<file path="src/rtl/seg_pkg.sv">
// Shared definitions for the 7-segment MMIO controller: register offsets,
// CTRL bit positions and the request/response FSM states.
package seg_pkg;

  localparam int OFF_DATA   = 'h0;
  localparam int OFF_CTRL   = 'h4;
  localparam int OFF_DIV    = 'h8;
  localparam int OFF_STATUS = 'hC;

  localparam int CTRL_EN    = 0;
  localparam int CTRL_BLINK = 1;

  typedef enum logic {
    S_IDLE,
    S_RESP
  } state_t;

endpackage

</file>
<file path="src/rtl/seg_blink_timer.sv">
// Blink phase generator: phase toggles every (div + 1) cycles while en is set,
// and is held high with the counter parked at div while en is clear.
module seg_blink_timer (
  input  logic        clk,
  input  logic        rst,
  input  logic [31:0] div,
  input  logic        en,
  input  logic        reload,
  output logic        phase
);

  logic [31:0] cnt;

  // NOTE: sequential state uses non-blocking assignments so every register
  // samples pre-edge values, regardless of statement order.
  always_ff @(posedge clk or posedge rst) begin
    if (rst) begin
      cnt   <= '0;
      phase <= 1'b1;
    end else if (!en) begin
      cnt   <= div;
      phase <= 1'b1;
    end else if (reload) begin
      cnt   <= div;
    end else if (cnt == '0) begin
      cnt   <= div;
      phase <= ~phase;
    end else begin
      cnt   <= cnt - 32'd1;
    end
  end

endmodule

</file>
<file path="src/rtl/seg_mmio_ctrl.sv">
// CPU-facing register slave for the display_seg driver: holds the displayed
// value, enable/blink control and the blink divider behind a valid/ready port.
module seg_mmio_ctrl
  import seg_pkg::*;
#(
  parameter int          ADDR_W        = 4,
  parameter logic [31:0] DATA_RST      = 32'h0000_0000,
  parameter logic [31:0] BLINK_DIV_RST = 32'd25_000_000
) (
  input  logic              clk,
  input  logic              rst,
  input  logic              req_valid,
  output logic              req_ready,
  input  logic              req_we,
  input  logic [ADDR_W-1:0] req_addr,
  input  logic [31:0]       req_wdata,
  input  logic [3:0]        req_wstrb,
  output logic              rsp_valid,
  input  logic              rsp_ready,
  output logic [31:0]       rsp_rdata,
  output logic              rsp_err,
  output logic [31:0]       disp_val,
  output logic              disp_on
);

  state_t            state_q, state_d;
  logic [31:0]       data_q, div_q, rd_data;
  logic              en_q, blink_q, div_wr_q, phase;
  logic [15:0]       wcnt_q;
  logic [ADDR_W-1:0] word_addr;
  logic              sel_data, sel_ctrl, sel_div, sel_status, mapped;
  logic              accept, wr;

  assign word_addr  = {req_addr[ADDR_W-1:2], 2'b00};
  assign sel_data   = (word_addr == ADDR_W'(OFF_DATA));
  assign sel_ctrl   = (word_addr == ADDR_W'(OFF_CTRL));
  assign sel_div    = (word_addr == ADDR_W'(OFF_DIV));
  assign sel_status = (word_addr == ADDR_W'(OFF_STATUS));
  assign mapped     = sel_data | sel_ctrl | sel_div | sel_status;
  assign accept     = req_valid & req_ready;
  assign wr         = accept & req_we;

  always_ff @(posedge clk or posedge rst) begin
    if (rst) state_q <= S_IDLE;
    else     state_q <= state_d;
  end

  // NOTE: every output of a combinational block gets a default first, so no
  // path through the case can leave it unassigned and infer a latch.
  always_comb begin
    state_d   = state_q;
    req_ready = 1'b0;
    rsp_valid = 1'b0;
    unique case (state_q)
      S_IDLE: begin
        req_ready = 1'b1;
        if (req_valid) state_d = S_RESP;
      end
      S_RESP: begin
        rsp_valid = 1'b1;
        if (rsp_ready) state_d = S_IDLE;
      end
      default: state_d = S_IDLE;
    endcase
  end

  always_comb begin
    rd_data = '0;
    if (sel_data) rd_data = data_q;
    if (sel_ctrl) begin
      rd_data[CTRL_EN]    = en_q;
      rd_data[CTRL_BLINK] = blink_q;
    end
    if (sel_div)    rd_data = div_q;
    if (sel_status) rd_data = {wcnt_q, 15'd0, phase};
  end

  // Response is captured at accept and held untouched while RESP waits.
  always_ff @(posedge clk or posedge rst) begin
    if (rst) begin
      rsp_rdata <= '0;
      rsp_err   <= 1'b0;
    end else if (accept) begin
      rsp_rdata <= req_we ? 32'd0 : rd_data;
      rsp_err   <= ~mapped;
    end
  end

  always_ff @(posedge clk or posedge rst) begin
    if (rst) begin
      data_q   <= DATA_RST;
      div_q    <= BLINK_DIV_RST;
      en_q     <= 1'b1;
      blink_q  <= 1'b0;
      wcnt_q   <= '0;
      div_wr_q <= 1'b0;
    end else begin
      div_wr_q <= wr & sel_div;
      if (wr && sel_data) begin
        for (int i = 0; i < 4; i++)
          if (req_wstrb[i]) data_q[8*i +: 8] <= req_wdata[8*i +: 8];
        if (|req_wstrb) wcnt_q <= wcnt_q + 16'd1;
      end
      if (wr && sel_ctrl && req_wstrb[0]) begin
        en_q    <= req_wdata[CTRL_EN];
        blink_q <= req_wdata[CTRL_BLINK];
      end
      if (wr && sel_div) begin
        for (int i = 0; i < 4; i++)
          if (req_wstrb[i]) div_q[8*i +: 8] <= req_wdata[8*i +: 8];
      end
    end
  end

  // Reload is delayed a cycle so the timer picks up the freshly written divider.
  seg_blink_timer u_blink (
    .clk    (clk),
    .rst    (rst),
    .div    (div_q),
    .en     (blink_q),
    .reload (div_wr_q),
    .phase  (phase)
  );

  assign disp_val = data_q;
  assign disp_on  = en_q & phase;

endmodule

</file>
<file path="config.mk">
export PLATFORM = sky130hd
export DESIGN_NAME = seg_mmio_ctrl
export DESIGN_NICKNAME = d
export VERILOG_FILES = /design/src/rtl/seg_pkg.sv /design/src/rtl/seg_blink_timer.sv /design/src/rtl/seg_mmio_ctrl.sv
export SDC_FILE = /design/constraint.sdc
export NUM_CORES = 1
export LEC_CHECK = 0
export BUFFER_PORTS_ARGS = -buffer_cell sky130_fd_sc_hd__buf_2
export CAP_MARGIN = 20
export CORE_ASPECT_RATIO = 1.25
export CORE_MARGIN = 5
export CORE_UTILIZATION = 56
export CTS_BUF_LIST = sky130_fd_sc_hd__clkbuf_2
export DETAILED_ROUTE_END_ITERATION = 8
export PLACE_DENSITY_LB_ADDON = 0.05
export RECOVER_POWER = 100
export SETUP_SLACK_MARGIN = 0.5
export SYNTH_ARGS = -nofsm -noshare
export SYNTH_HDL_FRONTEND = slang
export SYNTH_SLANG_ARGS = --single-unit
</file>
<file path="constraint.sdc">
create_clock -name clk -period 6.35 [get_ports clk]
set_clock_uncertainty 0.2 [all_clocks]
set_input_delay 0.635 -clock clk [delete_from_list [all_inputs] [get_ports clk]]
set_output_delay 0.635 -clock clk [all_outputs]
set_load 0.02 [all_outputs]
</file>
==> impl_metrics.env, run 1 <==
export IMPL_status="finished, violations left"
export IMPL_violations="max-capacitance violations, max-slew violations"
export IMPL_grt_max_degree=80
export IMPL_drcViolationCount=0
export IMPL_drt_wl_total_um=15680
export IMPL_synth_fa_ha_area_share_pct=0.5559
export IMPL_ant_nets=0
export IMPL_hold_viol=0
export IMPL_synthFlopType="dfrtp_1"
export IMPL_netSwitchingPower_mw=0.9403
export IMPL_fin_crit_sh_pct=60.62
export IMPL_insertion_delay_ns=0.70
export IMPL_synthSimpleGateAreaFrac_pct=11.93
export IMPL_end_kind="register"
export IMPL_startpoint_type="register"
export IMPL_rrSetupSlack_ns=2.50
export IMPL_synthTopCellsByArea="dfrtp_1, mux2_2, dfstp_2, xnor2_1, nand2_1"
export IMPL_grt_overflow=0
export IMPL_wl_per_cell_um=17.52
export IMPL_synth_xor_area_share_pct=5.707
export IMPL_finalSetupViolCount=0
export IMPL_yosysUniqueCellTypes=41
export IMPL_grt_pass1_wl_um=26000
export IMPL_io_buffers=110
export IMPL_p_int_mw=1.818
export IMPL_multi_input_area_sq_mm=0.002803
export IMPL_slew_headroom_pct=-106.7
export IMPL_initial_core_util_pct=57.59
export IMPL_final_cell_mix="dfrtp_1, mux2_2, clkbuf_1"
export IMPL_worstPathMaxFanout=36
export IMPL_core_area_sq_mm=0.01173
export IMPL_rows=44
export IMPL_wl_met3_um=595
export IMPL_tns_ns=0
export IMPL_fmax_ghz=0.2598
export IMPL_die_w_um=108.2
export IMPL_grt_pass1_vias=5201
export IMPL_crit_type="register to register"
export IMPL_final_max_slew_viol_count=112
export IMPL_gp_congestion=0.8223
export IMPL_cts_made_buffers=17
export IMPL_gr_usage_all_layers_pct=23.01
export IMPL_yosysTopAreaCellShare_pct=50.40
export IMPL_p_comb_share_pct=26.2
export IMPL_synth_area_per_cell_sq_um=11.81
export IMPL_ir_drop_mv=0.1749
export IMPL_fin_crit_ns=3.850
export IMPL_dp_hpwl_um=10490
export IMPL_final_common_cell="dfrtp_1"
export IMPL_yosys_area_top_type="dfrtp_1"
export IMPL_tightest_slew_ns=3.084
export IMPL_h_tree_depth=4
export IMPL_drt_iter0_markers=226
export IMPL_p_sw_share_pct=34.09
export IMPL_final_nets=767
export IMPL_p_per_area_mw_per_mm2=348.3
export IMPL_seq_area_frac_synth_pct=55.85
export IMPL_pre_cts_ws_ns=3.437
export IMPL_first_pass_iters=4
export IMPL_worst_slack_ns=2.500
export IMPL_worstPathRequired_ns=6.67
export IMPL_pwr_share_seq_pct=51.0
export IMPL_synth_top_family_by_area="multiplexers"
export IMPL_syn_cell_area_sq_mm=0.006753
export IMPL_highest_layer="met4"
export IMPL_regArea_sq_mm=0.003771
export IMPL_cts_tree="done"
export IMPL_synth_compound_area_share_pct=7.263
export IMPL_clkPwrFrac_pct=22.8
export IMPL_synth_mux_area_share_pct=16.40
export IMPL_via_count=4890
export IMPL_ys_async_sr_fraction_pct=100.0
export IMPL_crit_arrival_ns=4.17
export IMPL_finalPower_mw=2.758
export IMPL_ios=113
export IMPL_hold_path_class="input pin to register"
export IMPL_die_area_sq_mm=0.01437
export IMPL_post_cts_resized=0
export IMPL_fillers=1022
export IMPL_ys_ff_latch=150
export IMPL_yosys_warnings=0
export IMPL_wl_met1_um=6446
export IMPL_max_cap_viol_count=3
export IMPL_clkSlewWorstSetupHoldPaths_ns=0.22
export IMPL_via_per_inst=5.464
export IMPL_syn_to_final_growth_pct=17.29
export IMPL_syn_num_nets=620
export IMPL_synth_edf_count=0
export IMPL_die_y_um=132.8
export IMPL_cts_buffer_depth=2
export IMPL_postSynthCellCount=572
export IMPL_final_cell_area_sq_mm=0.007920
export IMPL_dr_wl_met2_um=8354
export IMPL_grt_setup_unrepaired="no"
export IMPL_drive_gt1_share_pct=24.32
export IMPL_antenna_found_initial=2
export IMPL_cts_root_buf="clkbuf_2"
export IMPL_clock_sinks=150
export IMPL_cellLeakagePower_nw=3.447
export IMPL_dpl_instance_area_sq_mm=0.007423
==> sequential cells by signal, summed over array words and instances (netlist names), 16 cells and up <==
register     flops
disp_val        32
div_q           32
rsp_rdata       32
u_blink.cnt     32
wcnt_q          16
==> stage by stage <==
stage	instances	hold WS (ns)	util, %
floorplan	572	0.2005	-
global placement	826	0.2240	63.21
detailed placement	827	0.2463	63.31
CTS	893	0.02247	68.65
global route	895	0.01084	67.54
finish	895	0.07561	67.54
==> repair_timing <==
item	4_1_cts	5_1_grt
hold buffers	34	0
setup buffers	0	0
endpoints found under the hold margin	130	0
==> path summary, 6_finish.rpt <==
check,startpoint,end,depth (start not counted)
worst max-delay path,u_blink.cnt[22],u_blink.cnt[9],7
worst min register to register,blink_q,u_blink.phase,1
worst max register to register,u_blink.cnt[22],u_blink.cnt[9],7
worst min-delay path,req_valid,div_wr_q,3
min in group asynchronous,rst,u_blink.cnt[14],3
max in group asynchronous,rst,rsp_rdata[2],4
==> cell usage after synthesis, types with 12 or more instances <==
| cell | count |
|---|---|
| a21oi_1 | 28 |
| mux2_2 | 83 |
| nand2_1 | 53 |
| xnor2_1 | 35 |
| clkbuf_1 | 12 |
| nor3_1 | 12 |
| dfrtp_1 | 136 |
| a22oi_1 | 16 |
| mux2i_1 | 15 |
| nor2_1 | 49 |
| o21ai_0 | 33 |
| dfstp_2 | 14 |
==> metal layers <==
| layer | vias up | track usage [%] |
|---|---|---|
| met5 | - | 0 |
| met4 | 0 | 8.140 |
| met3 | 21 | 4.873 |
| met2 | 102 | 39.76 |
| met1 | 2455 | 28.33 |
| li1 | 2312 | - |
==> area by class of cell <==
type                    instances  area share, %
diodes                          2        0.06319
clock buffers                  21          1.327
multi-input cells             395          35.39
well taps                     161          2.543
clock inverters                11          2.291
inverters                       5         0.2528
repair buffers                150          10.52
flip-flops and latches        150          47.61
==> critical path, stage by stage (launching register included) <==
cell and delay, ns:
dfrtp_1 0.45, or4_1 0.64, nor4_1 0.36, nand3_1 0.24
o31a_1 0.69, clkbuf_1 0.70, nor2_1 0.31, a21oi_1 0.06
==> cells by family after synthesis <==
family / Yosys count
AO/OA/AOI/OAI: 85
XOR/XNOR: 44
adder cells (fa/ha/maj): 3
buffers and inverters: 27
flip-flops: 150
multiplexers: 99
AND/OR/NAND/NOR: 164
==> power by group through the flow <==
stage               Sequential, mW  Clock (mW)  Combinational (mW)
floorplan                     1.47           0               0.471
global placement              1.41           0               0.728
detailed placement            1.42           0               0.741
CTS                           1.40       0.643               0.763
global route                  1.44       0.686               0.804
finish                        1.41       0.628               0.724
No activity file was read; power rests on OpenSTA's default activity.
==> run 2: changes to the inputs <==
ABC_AREA = 1   (was unset)
clock period = 3.9 ns   (was 6.35 ns; I/O delays follow)
==> run 2 against run 1 <==
  * The run still ends with max-capacitance violations, max-slew violations left
  * Setup slack got worse by 1.9 ns
  * Cell count is 47% higher
  * Synthesized area increased by 14%
  * Via count increased by 43%
  * Sequential power increased by 65%
  * Critical path depth up 2
  * First-iteration DRC count rose to 2.6 times the previous value
  * Count of clock-buffer cells in the layout down 3
  * Flip-flop and latch count unchanged
  * Worst hold slack better by 0.15 ns
  * Critical path type is now input pin to register
  * Highest routed layer unchanged
==> impl_metrics.env, run 2 <==
export IMPL_status="finished, violations left"
export IMPL_violations="max-capacitance violations, max-slew violations"
export IMPL_pwr_share_seq_pct=44.8
export IMPL_critPathMaxStageDelay_ns=0.75
export IMPL_rr_worst_depth=8
export IMPL_synth_top_family_by_area="simple AND/OR/NAND/NOR gates"
export IMPL_core_area_sq_mm=0.01363
export IMPL_final_max_slew_viol_count=151
export IMPL_cellLeakagePower_nw=4.552
export IMPL_fmax_ghz=0.3009
export IMPL_first_pass_iters=5
export IMPL_regArea_sq_mm=0.003771
export IMPL_crit_type="input pin to register"
export IMPL_fillers=1261
export IMPL_cts_made_buffers=17
export IMPL_pre_cts_ws_ns=1.196
export IMPL_dp_hpwl_um=14540
export IMPL_synthTopCellsByArea="dfrtp_1, nand2_1, o21ai_0, nand3_1, dfstp_2"
export IMPL_netSwitchingPower_mw=2.222
export IMPL_via_per_inst=5.302
export IMPL_tightest_slew_ns=2.022
export IMPL_seq_area_frac_synth_pct=49.01
export IMPL_grt_overflow=0
export IMPL_hold_path_end="rsp_rdata[12]"
export IMPL_cp_top_family="buffers and inverters"
export IMPL_hold_viol=0
export IMPL_worstPathMaxFanout=62
export IMPL_cts_buffer_depth=2
export IMPL_drive_gt1_share_pct=9.266
export IMPL_final_common_cell="nand2_1"
export IMPL_wl_per_cell_um=15.92
export IMPL_startpoint_type="input pin"
export IMPL_holdPathStages=4
export IMPL_crit_arrival_ns=3.77
export IMPL_p_comb_share_pct=37.6
export IMPL_synth_mux_area_share_pct=0
export IMPL_ys_ff_latch=150
export IMPL_synth_edf_count=0
export IMPL_cp_common_cell="nand2_1"
export IMPL_syn_to_final_growth_pct=16.44
export IMPL_final_nets=1179
export IMPL_rr_startpoint="state_q"
export IMPL_io_buffers=110
export IMPL_synth_common_cells="nand2_1, dfrtp_1, inv_1"
export IMPL_synth_xor_area_share_pct=2.959
export IMPL_multi_input_area_sq_mm=0.003229
export IMPL_syn_num_nets=1020
export IMPL_cts_root_buf="clkbuf_2"
export IMPL_end_kind="register"
export IMPL_fin_crit_ns=3.324
export IMPL_post_cts_resized=0
export IMPL_clkPwrFrac_pct=17.6
export IMPL_final_util_pct=65.72
export IMPL_finalSetupViolCount=0
export IMPL_hold_worst_slack_ns=0.2210
export IMPL_yosys_area_top_type="dfrtp_1"
export IMPL_h_tree_depth=4
export IMPL_postCtsSetupBuffers=0
export IMPL_drcViolationCount=0
export IMPL_cp_cell_sequence="dlygate4sd3_1 -> clkbuf_1 -> inv_2 -> nand2_1 -> nor2_1 -> nand2_1 -> nand2_1 -> o21ai_0 -> dlygate4sd3_1"
export IMPL_synth_compound_area_share_pct=10.41
export IMPL_fin_crit_sh_pct=85.22
export IMPL_yosys_warnings=0
export IMPL_syn_cell_area_sq_mm=0.007695
export IMPL_yosysUniqueCellTypes=34
export IMPL_ir_drop_mv=0.3401
export IMPL_antenna_found_initial=1
export IMPL_gp_congestion=0.9759
export IMPL_clkSlewWorstSetupHoldPaths_ns=0.21
export IMPL_slew_headroom_pct=-34.77
export IMPL_tns_ns=0
export IMPL_ctsHoldBuffers=62
export IMPL_postSynthCellCount=972
export IMPL_synthSimpleGateAreaFrac_pct=29.22
export IMPL_via_count=6998
export IMPL_die_area_sq_mm=0.01620
export IMPL_regToRegEndpoint="div_q[8]"
export IMPL_synth_fa_ha_area_share_pct=0.4878
export IMPL_grt_pass1_wl_um=34800
export IMPL_worst_slack_ns=0.5764
export IMPL_max_cap_viol_count=1
export IMPL_hold_path_class="input pin to register"
export IMPL_ant_nets=0
export IMPL_die_w_um=114.8
export IMPL_p_sw_share_pct=42.76
export IMPL_synth_area_per_cell_sq_um=7.917
export IMPL_gr_usage_all_layers_pct=27.34
export IMPL_worstPathRequired_ns=4.34
export IMPL_hold_start="req_addr[3]"
export IMPL_slowest_stage="inv_2"
export IMPL_p_per_area_mw_per_mm2=580.0
export IMPL_yosysTopAreaCellShare_pct=44.23
export IMPL_synth_most_common_cell="nand2_1"
export IMPL_synthFlopType="dfrtp_1"
export IMPL_clock_sinks=150
export IMPL_ys_async_sr_fraction_pct=100.0
export IMPL_rows=48
export IMPL_die_y_um=141.1
export IMPL_ios=113
export IMPL_initial_core_util_pct=56.44
export IMPL_insertion_delay_ns=0.73
export IMPL_drt_iter0_markers=583
export IMPL_final_cell_mix="nand2_1, dfrtp_1, o21ai_0"
export IMPL_grt_setup_unrepaired="no"
export IMPL_grt_max_degree=151
export IMPL_rrSetupSlack_ns=0.72
export IMPL_drt_wl_total_um=21020
export IMPL_cts_tree="done"
export IMPL_p_int_mw=2.974
export IMPL_grt_pass1_vias=6910
export IMPL_cp_num_buf_inv=4
-- run 2: cell types whose count changed in the layout (fill, tap and decap cells not counted), sizes merged, moves of 12 or more --
| cell | previous run | this run |
|---|---|---|
| inv | 4 | 101 |
| mux2i | 15 | 0 |
| a22oi | 16 | 0 |
| nand3 | 8 | 79 |
| nand2 | 53 | 317 |
| xor2 | 9 | 21 |
| o21ai | 33 | 111 |
| a21oi | 30 | 14 |
| mux2 | 83 | 0 |
| xnor2 | 35 | 5 |
| dlygate4sd3 | 34 | 62 |
| a22o | 1 | 15 |
| nor2 | 49 | 91 |
-- run 2: layout make-up --
cell class                      count  share of cell area (%)
Antenna cell                        1                 0.02793
Clock buffer                       18                   1.005
Clock inverter                     14                   1.787
Inverter                          103                   4.413
Multi-Input combinational cell    686                   36.04
Sequential cell                   150                   42.09
Tap cell                          175                   2.444
Timing Repair Buffer              173                   12.19
-- run 2: worst max path at each step --
stage,cells past startpoint,from,to
detailed placement,8,req_addr[3],wcnt_q[9]
floorplan,1,rst,blink_q
global placement,8,req_addr[3],wcnt_q[10]
finish,9,req_addr[2],div_q[8]
CTS,10,req_addr[2],wcnt_q[9]
global route,8,req_addr[2],div_q[12]
-- run 2: power groups by stage --
| stage | clock, mW | sequential [mW] | combinational, mW |
|---|---|---|---|
| finish | 0.914 | 2.33 | 1.96 |
| global route | 1.01 | 2.39 | 2.24 |
| CTS | 0.933 | 2.31 | 2.02 |
| detailed placement | 0 | 2.34 | 1.91 |
| global placement | 0 | 2.34 | 1.88 |
| floorplan | 0 | 2.40 | 1.29 |
-- run 2: routing by layer --
metal  GRT usage [%]  part of all wire [%]  up-vias
li1                -                     -     3423
met1           37.07                    44     3322
met2           43.51                    48      209
met3           5.367                   4.9       44
met4           10.20                   3.1        0
met5               0                     0        -
-- run 2: kinds of logic after synthesis --
family,after synthesis
AND/OR/NAND/NOR,511
flip-flops,150
AO/OA/AOI/OAI,146
buffers and inverters,136
XOR/XNOR,26
adder cells (fa/ha/maj),3
-- run 2: per-stage QoR --
step | area (sq um) | total power [mW] | cells
floorplan | 7699 | 3.695 | 972
global placement | 8270 | 4.217 | 1225
detailed placement | 8270 | 4.253 | 1225
CTS | 9141 | 5.266 | 1319
global route | 8960 | 5.629 | 1320
finish | 8960 | 5.197 | 1320
-- run 2: worst register-to-register path, delay by kind of cell (launching register included) --
family	cells	cell delay, ns
compound gates	1	0.10
buf+inv	2	1.15
flops	1	0.44
simple gates	5	1.24
